==> config.mk <==
export PLATFORM = sky130hd
export DESIGN_NAME = ref_reader_arbiter
export DESIGN_NICKNAME = d
export VERILOG_FILES = /design/src/rtl/ref_reader_arbiter.sv
export SDC_FILE = /design/constraint.sdc
export NUM_CORES = 1
export LEC_CHECK = 0
export CAP_MARGIN = 20
export CORE_AREA = 5 5 509 511
export CTS_BUF_LIST = sky130_fd_sc_hd__clkbuf_8
export DETAILED_ROUTE_END_ITERATION = 8
export DIE_AREA = 0 0 514 516
export GPL_TIMING_DRIVEN = 0
export SLEW_MARGIN = 20
export SYNTH_ARGS = -nofsm -noshare
export SYNTH_HDL_FRONTEND = slang
export SYNTH_SLANG_ARGS = --single-unit
==> constraint.sdc <==
create_clock -name clk -period 5.15 [get_ports clk]
set_input_delay 1.03 -clock clk [delete_from_list [all_inputs] [get_ports clk]]
set_output_delay 1.03 -clock clk [all_outputs]
set_load 0.005 [all_outputs]
==> src/rtl/ref_reader_arbiter.sv <==
// Round-robin arbiter sharing one DRAM reference reader between NUM_ENGINES engines.
// Optional macro REF_ARB_FIXED_PRIO_EN selects fixed lowest-index priority instead.
module ref_reader_arbiter #(
  parameter int NUM_ENGINES = 4,
  parameter int REF_LENGTH  = 256,
  parameter int GW          = 4
) (
  input  logic                        clk,
  input  logic                        rst,
  input  logic [25*NUM_ENGINES-1:0]   eng_ref_addr_in,
  input  logic [25*NUM_ENGINES-1:0]   eng_ref_length_in,
  input  logic [NUM_ENGINES-1:0]      eng_ref_info_valid_in,
  output logic [NUM_ENGINES-1:0]      eng_ref_info_ack_out,
  output logic [2*REF_LENGTH-1:0]     eng_ref_seq_block_out,
  output logic [NUM_ENGINES-1:0]      eng_ref_seq_block_valid_out,
  input  logic [NUM_ENGINES-1:0]      eng_ref_seq_block_rdy_in,
  output logic [24:0]                 ref_addr_out,
  output logic [24:0]                 ref_length_out,
  output logic                        ref_info_valid_out,
  input  logic                        ref_info_rdy_in,
  input  logic [2*REF_LENGTH-1:0]     ref_seq_block_in,
  input  logic                        ref_seq_block_valid_in,
  output logic                        ref_seq_block_rdy_out,
  output logic [GW-1:0]               grant_out,
  output logic                        busy_out
);

  typedef enum logic [1:0] {IDLE, ISSUE, STREAM} state_t;

  state_t                         state, state_nxt;
  logic [GW-1:0]                  grant, rr_ptr, pick, ptr_nxt;
  logic                           pick_vld;
  logic [NUM_ENGINES-1:0]         pick_oh, lane_rdy;
  logic [24:0]                    cur_addr, cur_len, cnt, sel_addr, sel_len;
  logic [NUM_ENGINES-1:0][24:0]   addr_a, len_a;
  logic                           streaming, hs, last;

  assign addr_a = eng_ref_addr_in;
  assign len_a  = eng_ref_length_in;

  // Two passes: lowest requester overall, then overridden by the lowest at/after rr_ptr.
  always_comb begin
    pick     = '0;
    pick_oh  = '0;
    sel_addr = '0;
    sel_len  = '0;
    pick_vld = |eng_ref_info_valid_in;
    for (int i = NUM_ENGINES-1; i >= 0; i--)
      if (eng_ref_info_valid_in[i]) pick = GW'(i);
    for (int i = NUM_ENGINES-1; i >= 0; i--)
      if (eng_ref_info_valid_in[i] && (GW'(i) >= rr_ptr)) pick = GW'(i);
    for (int i = 0; i < NUM_ENGINES; i++)
      if (GW'(i) == pick) begin
        pick_oh[i] = pick_vld;
        sel_addr   = addr_a[i];
        sel_len    = len_a[i];
      end
  end

`ifdef REF_ARB_FIXED_PRIO_EN
  assign ptr_nxt = '0;
`else
  assign ptr_nxt = (pick == GW'(NUM_ENGINES-1)) ? '0 : pick + 1'b1;
`endif

  assign streaming = (state == STREAM);

  for (genvar i = 0; i < NUM_ENGINES; i++) begin : g_lane
    assign eng_ref_seq_block_valid_out[i] = streaming && (grant == GW'(i)) && ref_seq_block_valid_in;
    assign lane_rdy[i] = (grant == GW'(i)) && eng_ref_seq_block_rdy_in[i];
  end

  assign ref_seq_block_rdy_out = streaming && (|lane_rdy);
  assign eng_ref_seq_block_out = ref_seq_block_in;
  assign hs   = ref_seq_block_valid_in && ref_seq_block_rdy_out;
  assign last = (cnt == cur_len - 25'd1);

  assign ref_info_valid_out = (state == ISSUE);
  assign ref_addr_out       = (state == ISSUE) ? cur_addr : '0;
  assign ref_length_out     = (state == ISSUE) ? cur_len  : '0;
  assign grant_out          = grant;

  always_comb begin
    state_nxt = state;
    unique case (state)
      IDLE:    if (pick_vld && (sel_len != '0)) state_nxt = ISSUE;
      ISSUE:   if (ref_info_rdy_in) state_nxt = STREAM;
      STREAM:  if (hs && last) state_nxt = IDLE;
      default: state_nxt = IDLE;
    endcase
  end

  always_ff @(posedge clk) begin
    if (rst) begin
      state                <= IDLE;
      grant                <= '0;
      rr_ptr               <= '0;
      cur_addr             <= '0;
      cur_len              <= '0;
      cnt                  <= '0;
      eng_ref_info_ack_out <= '0;
      busy_out             <= 1'b0;
    end else begin
      state                <= state_nxt;
      busy_out             <= (state_nxt != IDLE);
      eng_ref_info_ack_out <= '0;
      unique case (state)
        IDLE: if (pick_vld) begin
          grant                <= pick;
          cur_addr             <= sel_addr;
          cur_len              <= sel_len;
          rr_ptr               <= ptr_nxt;
          eng_ref_info_ack_out <= pick_oh;
        end
        ISSUE:   if (ref_info_rdy_in) cnt <= '0;
        STREAM:  if (hs) cnt <= cnt + 25'd1;
        default: ;
      endcase
    end
  end

endmodule

==> flow_summary.ini, run 1 <==
[clock_network]
h-tree-depth = 3
clk_pin_slew_worst_paths_ns = 0.10
numCtsBuffers = 9
cts-root-buf = clkbuf_8
cts_tree = yes
cts_sinks = 86
clk_latency_ns = 0.47
postCtsSetupBuffers = 0
clockBufferDepth = 2

[global_routing]
grt_pass1_wl_mm = 216
grtUsageTotal = 0.138
antenna_found_initial = 294
overflow = 0
grt_max_degree = 17
grt_pass1_vias = 12700

[placement]
dp.cells = 5512
numPortBuffers = 785
place_area_um2 = 22000
gp_congestion = 0.860
post-dp-hpwl_mm = 185

[floorplanning]
core_um2 = 253000
die_h_um = 516
die_area_um2 = 265000
num_rows = 185
ios = 1301
die_w_um = 514
initial_core_util = 0.0391

[sta]
final-hold-violation-count = 0
skew_ns = 0.0246
max_freq_mhz = 198
slew_headroom = 0.320
fin_crit_ns = 5.05
finalSetupViolCount = 0
rsz0062_at_grt = false
slew_violations = 0
worstMarginPinSlew_ns = 1.02
whs_ns = 0.517
fin_crit_sh = 0.980

[yosys]
ys.flop_type = dfxtp_1
ys_types = 65
synth_area_per_cell_um2 = 7.31
yosysWarnings = 0
synth.area.top_cells = buf_4 (39%), dfxtp_1 (17%), nor2_1 (4.7%)
async_flop_share = 0
synthDominantCellAreaShare = 0.389
synth_edf_count = 0
ys_seq_area_frac = 0.174
yosys.area.top_type = buf_4
synthCells = 1356
ys_ff_latch = 86
netlist_area_um2 = 9920

[finish]
fin_nets = 2889
final_core_util = 0.0888
final_common_cell = clkdlybuf4s50_1
nFillCells = 29700
final_cell_mix = clkdlybuf4s50_1 (785), buf_4 (520), nor2_1 (122)
drive_above_1_share = 0.274
instances_no_fill = 5561
area_delta_synth_final_pct = 127
final_cell_area_um2 = 22500

[critical_path]
cp_slowest_stage_delay_ns = 0.57
cp_num_buf_inv = 4
cp-end-kind = flop
worst_setup_path_start_kind = input pin
r2r_cells = 15
worstPathMaxFanout = 10
timing.critical_path.slowest_stage_cell = nor2_1
cp_cell_sequence = clkdlybuf4s50_1 > mux2i_1 > nor2_1 > a311oi_4 > inv_1 > ha_2 > nand2b_1 > clkbuf_1 > clkbuf_4 > o22ai_1 > nor2_1 > nor4b_2 > a31oi_1 > o21ai_0 > nor2_1 > o22ai_1
crit_type = input pin to flop
crit_required_ns = 5.47
r2r_setup_slack_ns = 0.71
cpMostUsedCell = nor2_1
r2r_start = rr_ptr[1]
arrival_ns = 5.37
timing.rr.end = busy_out
crit_family = buffers and inverters

[run_status]
status = finished clean

[worst_hold_path]
holdPathStages = 2
min_to = cur_addr[1]
hp-class = flop to flop
hold_start = cur_addr[1]

[pwr]
comb_power_share = 0.667
swShare = 0.485
intPower_w = 0.00231
ir_drop_mv = 0.124
seq_power_share = 0.205
p_leak_nw = 7.91
clkPwrFrac = 0.129
power_w = 0.00447
switchingPower_w = 0.00217
p_per_area_nw_per_um2 = 199

[route]
via_count = 13500
viasPerCell = 2.42
routed_wl_mm = 193
drc = 0
wl_per_cell_um = 34.7
drtAntennaViolNets = 0
dr.pass1.iters = 5
drtIter0Drc = 747

[run]
maxCapViolCount = 0
[cells in the mapped netlist (all sizes together) (7+ instances only)]
cell / number
buf: 525
nor2: 124
dfxtp: 86
nand2: 81
a21oi: 70
clkbuf: 55
and2: 53
o21ai: 41
xor2: 30
a22oi: 28
o22ai: 27
o211ai: 25
a221oi: 21
xnor2: 20
inv: 19
nand3: 18
nor3: 17
nor4: 12
ha: 10
nor2b: 10
nand4: 9
a211oi: 7
nand2b: 7
[logic make-up after synthesis]
kind of cell             synth area share
buffers and inverters               0.422
AND/OR/NAND/NOR                     0.186
AO/OA/AOI/OAI                       0.156
flip-flops                          0.174
XOR/XNOR                           0.0442
adder cells (fa/ha/maj)            0.0126
multiplexers                      0.00542
other                            0.000378
[power groups by stage]
stage | Sequential (W) | Combinational, W | Clock (W)
5_1_grt | 0.000930 | 0.00321 | 0.000626
4_1_cts | 0.000914 | 0.00311 | 0.000616
3_3_place_gp | 0.000928 | 0.00303 | 0
3_5_place_dp | 0.000929 | 0.00305 | 0
6_report | 0.000915 | 0.00298 | 0.000575
2_1_floorplan | 0.000857 | 0.00125 | 0
[tightest hold or removal path: stages (launching register included)]
cell and delay, ns:
dfxtp_1 0.33, o21ai_0 0.08, nor2_1 0.08
[per-layer routing]
| metal | GRT usage | wire [um] | vias up |
|---|---|---|---|
| li1 | - | - | 5692 |
| met2 | 0.232 | 88300 | 1342 |
| met3 | 0.139 | 41700 | 397 |
| met5 | 0 | 1070 | - |
| met4 | 0.0201 | 4290 | 160 |
| met1 | 0.119 | 57800 | 5871 |
[final cells by class]
class / count / area [um2] / area share
Inverter: 19 / 71.3 / 0.00317
Multi-Input combinational cell: 672 / 4160 / 0.185
Sequential cell: 86 / 1720 / 0.0765
Timing Repair Buffer: 789 / 7890 / 0.351
Clock inverter: 6 / 75.1 / 0.00334
Buffer: 578 / 4140 / 0.184
Clock buffer: 10 / 138 / 0.00612
Antenna cell: 35 / 87.6 / 0.00389
Tap cell: 3366 / 4210 / 0.187
[stage by stage]
stage	setup TNS (ns)	setup slack (ns)
floorplan	0	1.27
CTS	0	0.00620
global route	0	0.0173
global placement	-51.33	-2.20
detailed placement	-38.24	-1.90
finish	0	0.101
[flip-flops by register name (all words and copies together) (netlist names)]
signal	count
rr_ptr	2
cnt	25
busy_out	1
grant_out	2
state	2
cur_len	25
eng_ref_info_ack_out	4
cur_addr	25
[worst max path at each step]
stage	from	end	slack [ns]	cells after the start
detailed placement	eng_ref_info_valid_in[0]	busy_out	-1.90	16
floorplan	eng_ref_info_valid_in[2]	busy_out	1.27	15
global route	eng_ref_info_valid_in[0]	busy_out	0.02	16
global placement	eng_ref_info_valid_in[0]	busy_out	-2.20	16
CTS	eng_ref_info_valid_in[0]	busy_out	0.006	16
finish	eng_ref_info_valid_in[0]	busy_out	0.10	16
[what timing repair did]
action,in CTS,in global routing
gates resized for setup,33,10
setup endpoints to repair,37,9
gates cloned,0,0
hold buffers,0,0
pin swaps,1,0
endpoints found under the hold margin,0,0
Power figures use the tool's default switching activity.
==> inputs of run 2 (changes only) <==
Settings changed: CTS_CLUSTER_SIZE set to 40.
==> results of run 2 <==
The final DEF is identical to that of run 1; final timing and power are the same.
